## src/rtl/full_add_sub.sv

```systemverilog
// -----------------------------------------------------------------------------
// full_add_sub
//
// Registered full adder / full subtractor of parameterisable width. A ripple
// chain of WIDTH single-bit cells computes a + b + cin (en=1) or
// a - b - cin (en=0). The chain result is steered into either the add outputs
// or the subtract outputs and captured in one register stage, so no input has
// a combinational path to any output.
//
// Parameters
//   WIDTH  operand/result width in bits (>= 1)
//
// Ports
//   clk     rising-edge clock
//   rst     synchronous, active-high reset (clears all outputs)
//   a       operand A (minuend in subtract mode)
//   b       operand B (subtrahend in subtract mode)
//   cin     carry-in (add) / borrow-in (subtract)
//   en      mode select: 1 = add, 0 = subtract
//   sum     registered sum        (add mode, else 0)
//   carry   registered carry-out  (add mode, else 0)
//   diff    registered difference (subtract mode, else 0)
//   borrow  registered borrow-out (subtract mode, else 0)
// -----------------------------------------------------------------------------
module full_add_sub #(
    parameter int WIDTH = 1
) (
    input  logic             clk,
    input  logic             rst,
    input  logic [WIDTH-1:0] a,
    input  logic [WIDTH-1:0] b,
    input  logic             cin,
    input  logic             en,
    output logic [WIDTH-1:0] sum,
    output logic             carry,
    output logic [WIDTH-1:0] diff,
    output logic             borrow
);

    // chain[i] is the carry/borrow into bit i; chain[WIDTH] is the final out.
    logic [WIDTH:0]   chain;
    logic [WIDTH-1:0] result;

    assign chain[0] = cin;

    // The result bit is a^b^cin in both modes; only the chain term differs.
    // Borrow out of a subtractor cell is ~a&b | bin&~(a^b).
    for (genvar i = 0; i < WIDTH; i++) begin : g_cell
        logic prop;
        assign prop          = a[i] ^ b[i];
        assign result[i]     = prop ^ chain[i];
        assign chain[i+1]    = en ? ((a[i] & b[i])  | (chain[i] & prop))
                                  : ((~a[i] & b[i]) | (chain[i] & ~prop));
    end

    logic [WIDTH-1:0] sum_d,    sum_q;
    logic             carry_d,  carry_q;
    logic [WIDTH-1:0] diff_d,   diff_q;
    logic             borrow_d, borrow_q;

    // NOTE: every output of this block gets a default before the mode branch,
    // so no path leaves a variable unassigned and no latch is inferred.
    always_comb begin
        sum_d    = '0;
        carry_d  = 1'b0;
        diff_d   = '0;
        borrow_d = 1'b0;
        if (en) begin
            sum_d   = result;
            carry_d = chain[WIDTH];
        end else begin
            diff_d   = result;
            borrow_d = chain[WIDTH];
        end
    end

    // NOTE: state registers use non-blocking assignments so every flop samples
    // the pre-edge values, independent of statement order.
    always_ff @(posedge clk) begin
        if (rst) begin
            sum_q    <= '0;
            carry_q  <= 1'b0;
            diff_q   <= '0;
            borrow_q <= 1'b0;
        end else begin
            sum_q    <= sum_d;
            carry_q  <= carry_d;
            diff_q   <= diff_d;
            borrow_q <= borrow_d;
        end
    end

    assign sum    = sum_q;
    assign carry  = carry_q;
    assign diff   = diff_q;
    assign borrow = borrow_q;

endmodule

```

## config.mk

```make
export PLATFORM = sky130hd
export DESIGN_NAME = full_add_sub
export DESIGN_NICKNAME = d
export VERILOG_FILES = /design/src/rtl/full_add_sub.sv
export SDC_FILE = /design/constraint.sdc
export NUM_CORES = 1
export LEC_CHECK = 0
export ABC_CLOCK_PERIOD_IN_PS = 1300
export CORE_AREA = 2 2 39 41
export DETAILED_ROUTE_END_ITERATION = 10
export DIE_AREA = 0 0 41 43
export DONT_BUFFER_PORTS = 1
export RECOVER_POWER = 100
export SETUP_SLACK_MARGIN = 0.15
export SLEW_MARGIN = 25
export SYNTH_ARGS = -nofsm -noshare
export SYNTH_HDL_FRONTEND = slang
export SYNTH_SLANG_ARGS = --single-unit
export TNS_END_PERCENT = 5
```

## constraint.sdc

```tcl
create_clock -name clk -period 1.3 [get_ports clk]
set_input_delay 0 -clock clk [delete_from_list [all_inputs] [get_ports clk]]
set_output_delay 0 -clock clk [all_outputs]
set_load 0.005 [all_outputs]
```

# [After elaboration in Yosys (flattened, before gate mapping)]
# Cells that the tools add are included.
[classes] n_mul=0 n_div=0 shift=0 n_reduce_logical=2 eq_ne=0 bitwise_logic=11 n_mux=1 add_sub_neg=0 order_cmp=0
[ops] cell="$and 1x1->1" count=4
[ops] cell="$reduce_or 2->1" count=2
[ops] cell="$not 1->1" count=3
[ops] cell="$or 1x1->1" count=2
[ops] cell="$xor 1x1->1" count=2
[ops] cell="$mux 1" count=1
[word_totals] memories=0 in_bits=6 register_bits=4 rom_bits=0 mem_bits_rw=0 latchBits=0

# [Depth between registers and ports, before layout]
# Gate-level depths: netlist of the first run.
[logic_depth] word_depth=5 mapped_depth=3 depth_no_buf=3

# [Least setup slack after synthesis of the first run]
# No wires, ideal clock.
[synth_path] kind="input to register" from="input port b" to="register diff_q, in the netlist diff" setup_ps=80 slack_ps=548 stages=3 arrival_ps=672 path_cell_list="inv_1 fa_1 nor3b_1"
[synth_between] elab_chain_cells=2
[synth_rtl] element="from (decl)" line="31" source="input logic [WIDTH-1:0] b,"
[synth_rtl] element="$xor 1x1->1" line="50" source="assign prop = a[i] ^ b[i];"
[synth_rtl] element="$xor 1x1->1" line="51" source="assign result[i] = prop ^ chain[i];"
[synth_rtl] element="net result" line="42" source="logic [WIDTH-1:0] result;"
[synth_rtl] element="to (signal assigned)" line="88" source="diff_q <= diff_d;"
[synth_rtl] element="to (decl)" line="58" source="logic [WIDTH-1:0] diff_d, diff_q;"
# The timed path passes the listed nets, and every way through them passes these cells.
# A chain may end at the register's enable or synchronous reset.

# [Worst setup path in the final report of the first run]
[layout_path] from="input port rst" to="register borrow_q, in the netlist borrow"
[layout_between] elab_chain_cells=1
[layout_rtl] element="from (decl)" line="29" source="input logic rst,"
[layout_rtl] element="$reduce_or 2->1 (no line)"
[layout_rtl] element="to (signal assigned)" line="89" source="borrow_q <= borrow_d;"
[layout_rtl] element="to (decl)" line="59" source="logic borrow_d, borrow_q;"
# Every way passes these cells.

==> results.md, run 1 <==
Pwr:
- The worst-case IR drop observed on VDD is 0.397 mV.
- The design draws 0.318 mW.
- The leakage component of the power is about 0.1 nW.
- The ratio of total power to cell area is 1380 mW/mm^2.

Clock tree:
- The number of H-tree levels is 1.
- Post-CTS timing repair inserted 0 buffers for setup.
- Clock-pin slew was measured on the worst setup and hold paths at 40 ps.
- The root buffer cell is sky130_fd_sc_hd__clkbuf_4.
- TritonCTS built the clock tree.
- The CTS sink count is 4.
- After clock tree synthesis, the repair step resized 0 gates.
- Counting the buffers created by CTS gives 3.
- The buffer depth of the longest clock path is 2.

Worst hold path:
- The worst hold path depth is 2.
- The end point of the most critical hold path is carry.
- The type of the most critical hold path is primary input to flop.
- The hold path startpoint is cin.

Die:
- Measured along the x axis, the die boundary spans 41 um.
- The die covers between 0.0015 and 0.002 sq mm.
- The number of top-level pins is 10.
- The starting density of the core is 11.4%.
- The die height is 43 um.
- In this run the core area contains 14 standard-cell rows.
- The standard cell core area is 0.00138 sq mm.

Drt:
- The mean routed wirelength per cell is between 10 and 15 um.
- The post-route DRC violation count is 0.
- For this run, the detailed router's first-pass iteration total came to 1.
- The total number of vias is 114.
- The total wire length is 377 um.
- The residual antenna-violating net count after detailed routing is 0.
- Using the TritonRoute via totals, the vias-per-cell ratio works out to around 3.4.
- After the first detailed-routing iteration, the DRC count stood at 0.

Worst setup path:
- The startpoint type of the worst setup path is a primary input.
- Data on the critical path arrives at its endpoint at approximately 1300 ps.
- The peak fanout along the critical path is 4.
- The worst setup path is captured at a flop.
- The critical path required time is about 1500 ps.
- The type of the worst setup path is primary input to flop.

Timing:
- The minimum hold slack is 79.8 ps.
- The measured slew at the worst slew-check pin is approximately 190 ps.
- The setup-violating endpoint count in the final report is 0.
- Setup repair after global routing left no endpoint under its margin.
- Setup total negative slack on the finished layout was measured at 0 ps.
- The relative max-transition margin is 87.1%.
- The final period utilization is a little over four fifths.
- Static timing analysis puts the maximum clock frequency at 908 MHz.
- The number of endpoints with negative hold slack in the final report came to 0.
- For the finished layout, the period the worst path requires is approximately 1100 ps.
- The final-report max-slew violation count is 0.

Cells and area:
- The leading cell type in the layout, fill and taps excluded is sky130_fd_sc_hd__dfxtp_1.
- The final-stage net count is 28.
- The area growth from synthesis to layout is 46.0%.
- After filler insertion, the fill cell instance count of the layout stands at between 150 and 200.
- The storage element area is approximately 80 sq um.
- The multi-input combinational cells in the finished layout cover a total of around 70 sq um.
- The diode insertion count for antenna repair is 0.
- The fraction of the core area covered by cells at the end of the flow is between 15 and 20%.
- The fraction of layout instances using a drive strength above 1 is 16.7%.
- The library cells used most frequently in the layout, excluding fill and tap cells, are 4 x sky130_fd_sc_hd__dfxtp_1, 3 x sky130_fd_sc_hd__clkbuf_4, 3 x sky130_fd_sc_hd__dlygate4sd3_1.

Logic synthesis:
- The area fraction in compound gates after synthesis is 0%.
- Yosys mapped the design onto 6 distinct sky130hd cell types.
- Of the total synthesized cell area, the portion taken by XOR and XNOR cells is 0%.
- The sequential share of the synthesized area is about 51%.
- The synthesized area is roughly 160 sq um.
- The share of the synthesized area in the top cell type is approximately half.
- By area, the combinational part of the netlist is dominated by adder cells.
- The post-synthesis sequential element count is 4.
- Synthesis produced a netlist whose cell count is 12.
- The leading area contributor after synthesis is sky130_fd_sc_hd__dfxtp_1.
- The total nets after synthesis is 20.
- The area share of fa/ha/maj cells after synthesis is approximately a quarter.
- Dividing the synthesized area by the synthesized cell count gives 13.1 sq um.
- Of the post-synthesis cell area, the part taken by muxes is 0%.
- During synthesis, Yosys emitted a total of 0 warnings.
- Ranked by total cell area, the synthesized netlist is headed by sky130_fd_sc_hd__dfxtp_1 51%, sky130_fd_sc_hd__fa_1 25%, sky130_fd_sc_hd__and3b_1 11%.
- Summing the areas of all and, or, nand and nor instances in the mapped netlist gives a little under a fifth of the synthesized area.

Placement:
- The quantity of I/O buffers inserted on ports is 0.
- The half-perimeter wire length of the detailed placement result is around 280 um.
- The routability congestion estimate is 0.707.

Global routing:
- Global routing used approximately 5.9% of the available tracks.
- The number of antenna violations at the first check in global routing was 0.
- The residual overflow from global routing is 0.
- The first global-routing pass estimated about 570 um of wire.
- The number of global-route vias before repair was between 100 and 150.
- Entering global routing, the biggest net connects 5 pins.

Run status:
- The flow ran to the end, and the final reports show no timing, DRC or antenna violations.

Job:
- The tool flagged a number of max-cap violations equal to 0.
[area by class of cell]
type	count	area share (%)
clock buffers	3	9.78
inverters	2	3.26
multi-input cells	6	30.4
flip-flops and latches	4	34.8
well taps	16	8.70
repair buffers	3	13.0
[what timing repair did]
| action | 4_1_cts | 5_1_grt |
|---|---|---|
| setup endpoints to repair | 0 | 0 |
| hold buffers | 3 | 0 |
| endpoints found under the hold margin | 4 | 0 |
[state kept, by name, indices dropped and copies added, names as in the netlist]
register and cells:
sum 1, carry 1, diff 1, borrow 1
[synth_stat cells, drive strengths merged]
cell and count:
fa 2, inv 2, nor3b 1, nor3 1, dfxtp 4, and3b 2
[report_power, final]
group	switching [mW]	total, mW	internal, mW
Clock	0.0557	0.159	0.104
Combinational	0.00923	0.0239	0.0147
Sequential	0.00407	0.135	0.131
Total	0.0690	0.318	0.249
[logic make-up after synthesis]
family,Yosys count
flip-flops,4
AND/OR/NAND/NOR,4
buffers and inverters,2
adder cells (fa/ha/maj),2
[critical path, stage by stage]
cell and delay, ps:
sky130_fd_sc_hd__dlygate4sd3_1 580, sky130_fd_sc_hd__nor3_1 140, sky130_fd_sc_hd__dlygate4sd3_1 560
[how the worst max path moves through the flow]
stage	endpoint	cells after the start	startpoint	slack, ps
4_1_cts	borrow	3	rst	230
3_5_place_dp	diff	3	b	480
2_1_floorplan	diff	3	b	550
6_report	borrow	3	rst	200
3_3_place_gp	diff	3	b	520
5_1_grt	borrow	3	rst	170
[per-layer routing]
layer  up-vias  routed length [um]  share of wire, %  track usage, %
met5         -                   0                 0               0
met4         0                   0                 0            2.00
met3         0                 101                27            11.0
met2        14                 110                29            4.69
met1        51                 165                44            6.49
li1         49                   -                 -               -
[stage by stage]
stage	setup slack [ps]	std cells	instance area (sq um)
after global placement	518	28	178
after detailed placement	475	28	178
after global routing	170	34	230
after floorplan	548	12	158
final	199	34	230
after CTS	225	34	230
Power figures use the tool's default switching activity.
==> inputs of run 2 (changes only) <==
--- a/config.mk
+++ b/config.mk
@@ -5,7 +5,7 @@
 export SDC_FILE = /design/constraint.sdc
 export NUM_CORES = 1
 export LEC_CHECK = 0
-export ABC_CLOCK_PERIOD_IN_PS = 1300
+export ABC_CLOCK_PERIOD_IN_PS = 1000
 export CORE_AREA = 2 2 39 41
 export DETAILED_ROUTE_END_ITERATION = 10
 export DIE_AREA = 0 0 41 43
==> constraint.sdc (replaced) <==
create_clock -name clk -period 1 [get_ports clk]
set_input_delay 0 -clock clk [delete_from_list [all_inputs] [get_ports clk]]
set_output_delay 0 -clock clk [all_outputs]
set_load 0.005 [all_outputs]
==> results.md, run 2 (synthesis results as in run 1) <==
Timing:
- The number of endpoints with negative hold slack in the final report came to 0.
- The relative max-transition margin is ~87%.
- Once routing completed, OpenROAD measured the worst setup slack at 339 ps.
- In the finished design, the share of the clock period the worst path needs comes to between 60% and 70%.
- The final critical delay including setup and external delays is approximately 660 ps.
- For the pin with the worst max-slew slack, the measured transition is a little under 200 ps.
- Setup violations remaining at the end of the flow were counted as 0.
- Setup repair after global routing left no endpoint under its margin.
- The minimum hold slack is 9.38 ps.
- The final-report max-slew violation count is 0.
- The total negative slack is 0 ps.
- Based on the critical path, the design can be clocked at up to between 1500 and 2000 MHz.

Worst hold path:
- The worst hold path terminates at borrow.
- The hold path startpoint is a.
- The min-delay analysis places its worst path in the category primary input to flop.
- The worst hold path was traced through 2 stages.

Worst setup path:
- The critical path goes through dlygate4sd3_1 > nor3b_1.
- The type of the worst setup path is primary input to flop.
- The number of buffers and inverters on the critical path is 1.
- Among cell families on the critical path, the largest total delay comes from buffers and inverters.
- In this run the worst path has a maximum fanout of 4.
- The slowest stage of the critical path belongs to the cell sky130_fd_sc_hd__dlygate4sd3_1.
- The startpoint type of the worst setup path is a primary input.
- For this run, the slowest stage of the critical path takes between 500 and 600 ps.
- For the worst setup path, the data required time is 1150 ps.
- STA puts the critical path data arrival time at a little over 800 ps.
- STA classifies the critical path endpoint as a flop.

Die:
- The die covers ~0.0018 sq mm.
- The floorplan step set the die height to 43 um.
- The starting density of the core is roughly 11%.
- The die is approximately 41 um wide.
- The standard cell core area is between 0.001 and 0.0015 sq mm.
- In this run the count of I/O pins placed on the die edge is 10.
- The placement row count is 14.

Placement:
- The half-perimeter wire length of the detailed placement result is between 200 and 300 um.
- At the placement stage, the worst setup path has a slack of 175 ps.
- The quantity of I/O buffers inserted on ports is 0.
- Routability-driven placement finished with a final weighted congestion of 0.707.

Global routing:
- Global routing consumed, over all layers together, under 10% of the routing resources.
- The first global-routing pass estimated 558 um of wire.
- The residual overflow from global routing is 0.
- The number of antenna violations at the first check in global routing is 0.
- The number of global-route vias before repair came to ~130.
- The largest net degree at the start of global routing is 5.

Cells and area:
- Leaving out fill and tap cells, the most frequent cell in the layout is sky130_fd_sc_hd__dfxtp_1.
- The final-stage net count is 27.
- The fraction of layout instances using a drive strength above 1 is about 18%.
- The area growth from synthesis to layout is 39.7%.
- The diode insertion count for antenna repair is 0.
- The library cells used most frequently in the layout, excluding fill and tap cells, are 4 x sky130_fd_sc_hd__dfxtp_1, 3 x sky130_fd_sc_hd__clkbuf_4.

Clock tree:
- The longest clock path from root to sink contains 2 buffers.
- The CTS buffer count is 3.
- TritonCTS built the clock tree.
- In this run the clock root is driven by a sky130_fd_sc_hd__clkbuf_4.
- In this run the number of H-tree levels came out at 1.
- The clock-pin slew of the registers on the worst-case setup and hold paths is around 40 ps.
- The CTS sink count is 4.
- The number of gates resized after CTS was 0.

Job:
- The max-cap check violation count is 0.

Pwr:
- The peak supply drop is just over 0.5 mV.
- Summed over all cells, the static leakage comes to 0.0966 nW.
- The ratio of total power to cell area is about 1900 mW/mm^2.

Drt:
- The mean routed wirelength per cell is 10.9 um.
- The total wire length is between 300 and 400 um.
- For this run, design rule violations remaining after detail routing come to 0.
- After the first detailed-routing iteration, the DRC count stood at 0.
- The first-pass iteration count of the detailed router is 1.
- The routed layout has between 100 and 150 vias.
- The residual antenna-violating net count after detailed routing is 0.
- The number of vias per cell is between 3 and 4.

Run status:
- The flow ran to the end, and the final reports show no timing, DRC or antenna violations.
[run 2: final cells by class]
class | count | area, sq um
well taps | 16 | 20.0
clock buffers | 3 | 22.5
repair buffers | 2 | 20.0
flip-flops and latches | 4 | 80.1
multi-input cells | 6 | 70.1
fillers | 151 | 1160
inverters | 2 | 7.51
[run 2: how the worst max path moves through the flow]
stage | start | end | slack, ps | cells past startpoint
detailed placement | b | diff | 180 | 3
CTS | rst | sum | 360 | 2
global placement | b | diff | 220 | 3
global route | en | diff | 300 | 2
finish | en | diff | 340 | 2
floorplan | b | diff | 250 | 3
[run 2: where the power goes]
part	switching [mW]	leakage [nW]	internal, mW	total, mW
clock network	0.0716	0.0138	0.135	0.206
logic	0.0119	0.0499	0.0168	0.0287
registers	0.00529	0.0329	0.170	0.175
[run 2: what timing repair did]
action	4_1_cts	5_1_grt
buffers inserted	0	0
hold buffers	2	0
hold endpoints to repair	4	0
[run 2: per-stage QoR]
step	total power [mW]	utilization (%)	instance area, sq um	instances
global route	0.452	15.9	220	33
global placement	0.195	12.8	178	28
floorplan	0.191	-	158	12
finish	0.410	15.9	220	33
CTS	0.414	15.9	220	33
detailed placement	0.197	12.8	178	28
[run 2: layer usage]
metal  vias to the layer above  global-route usage [%]  part of all wire (%)
li1                         47                       -                     -
met1                        46                    7.14                    47
met2                        14                    4.06                    27
met3                         0                    10.5                    26
met4                         0                    2.00                     0
met5                         -                       0                     0
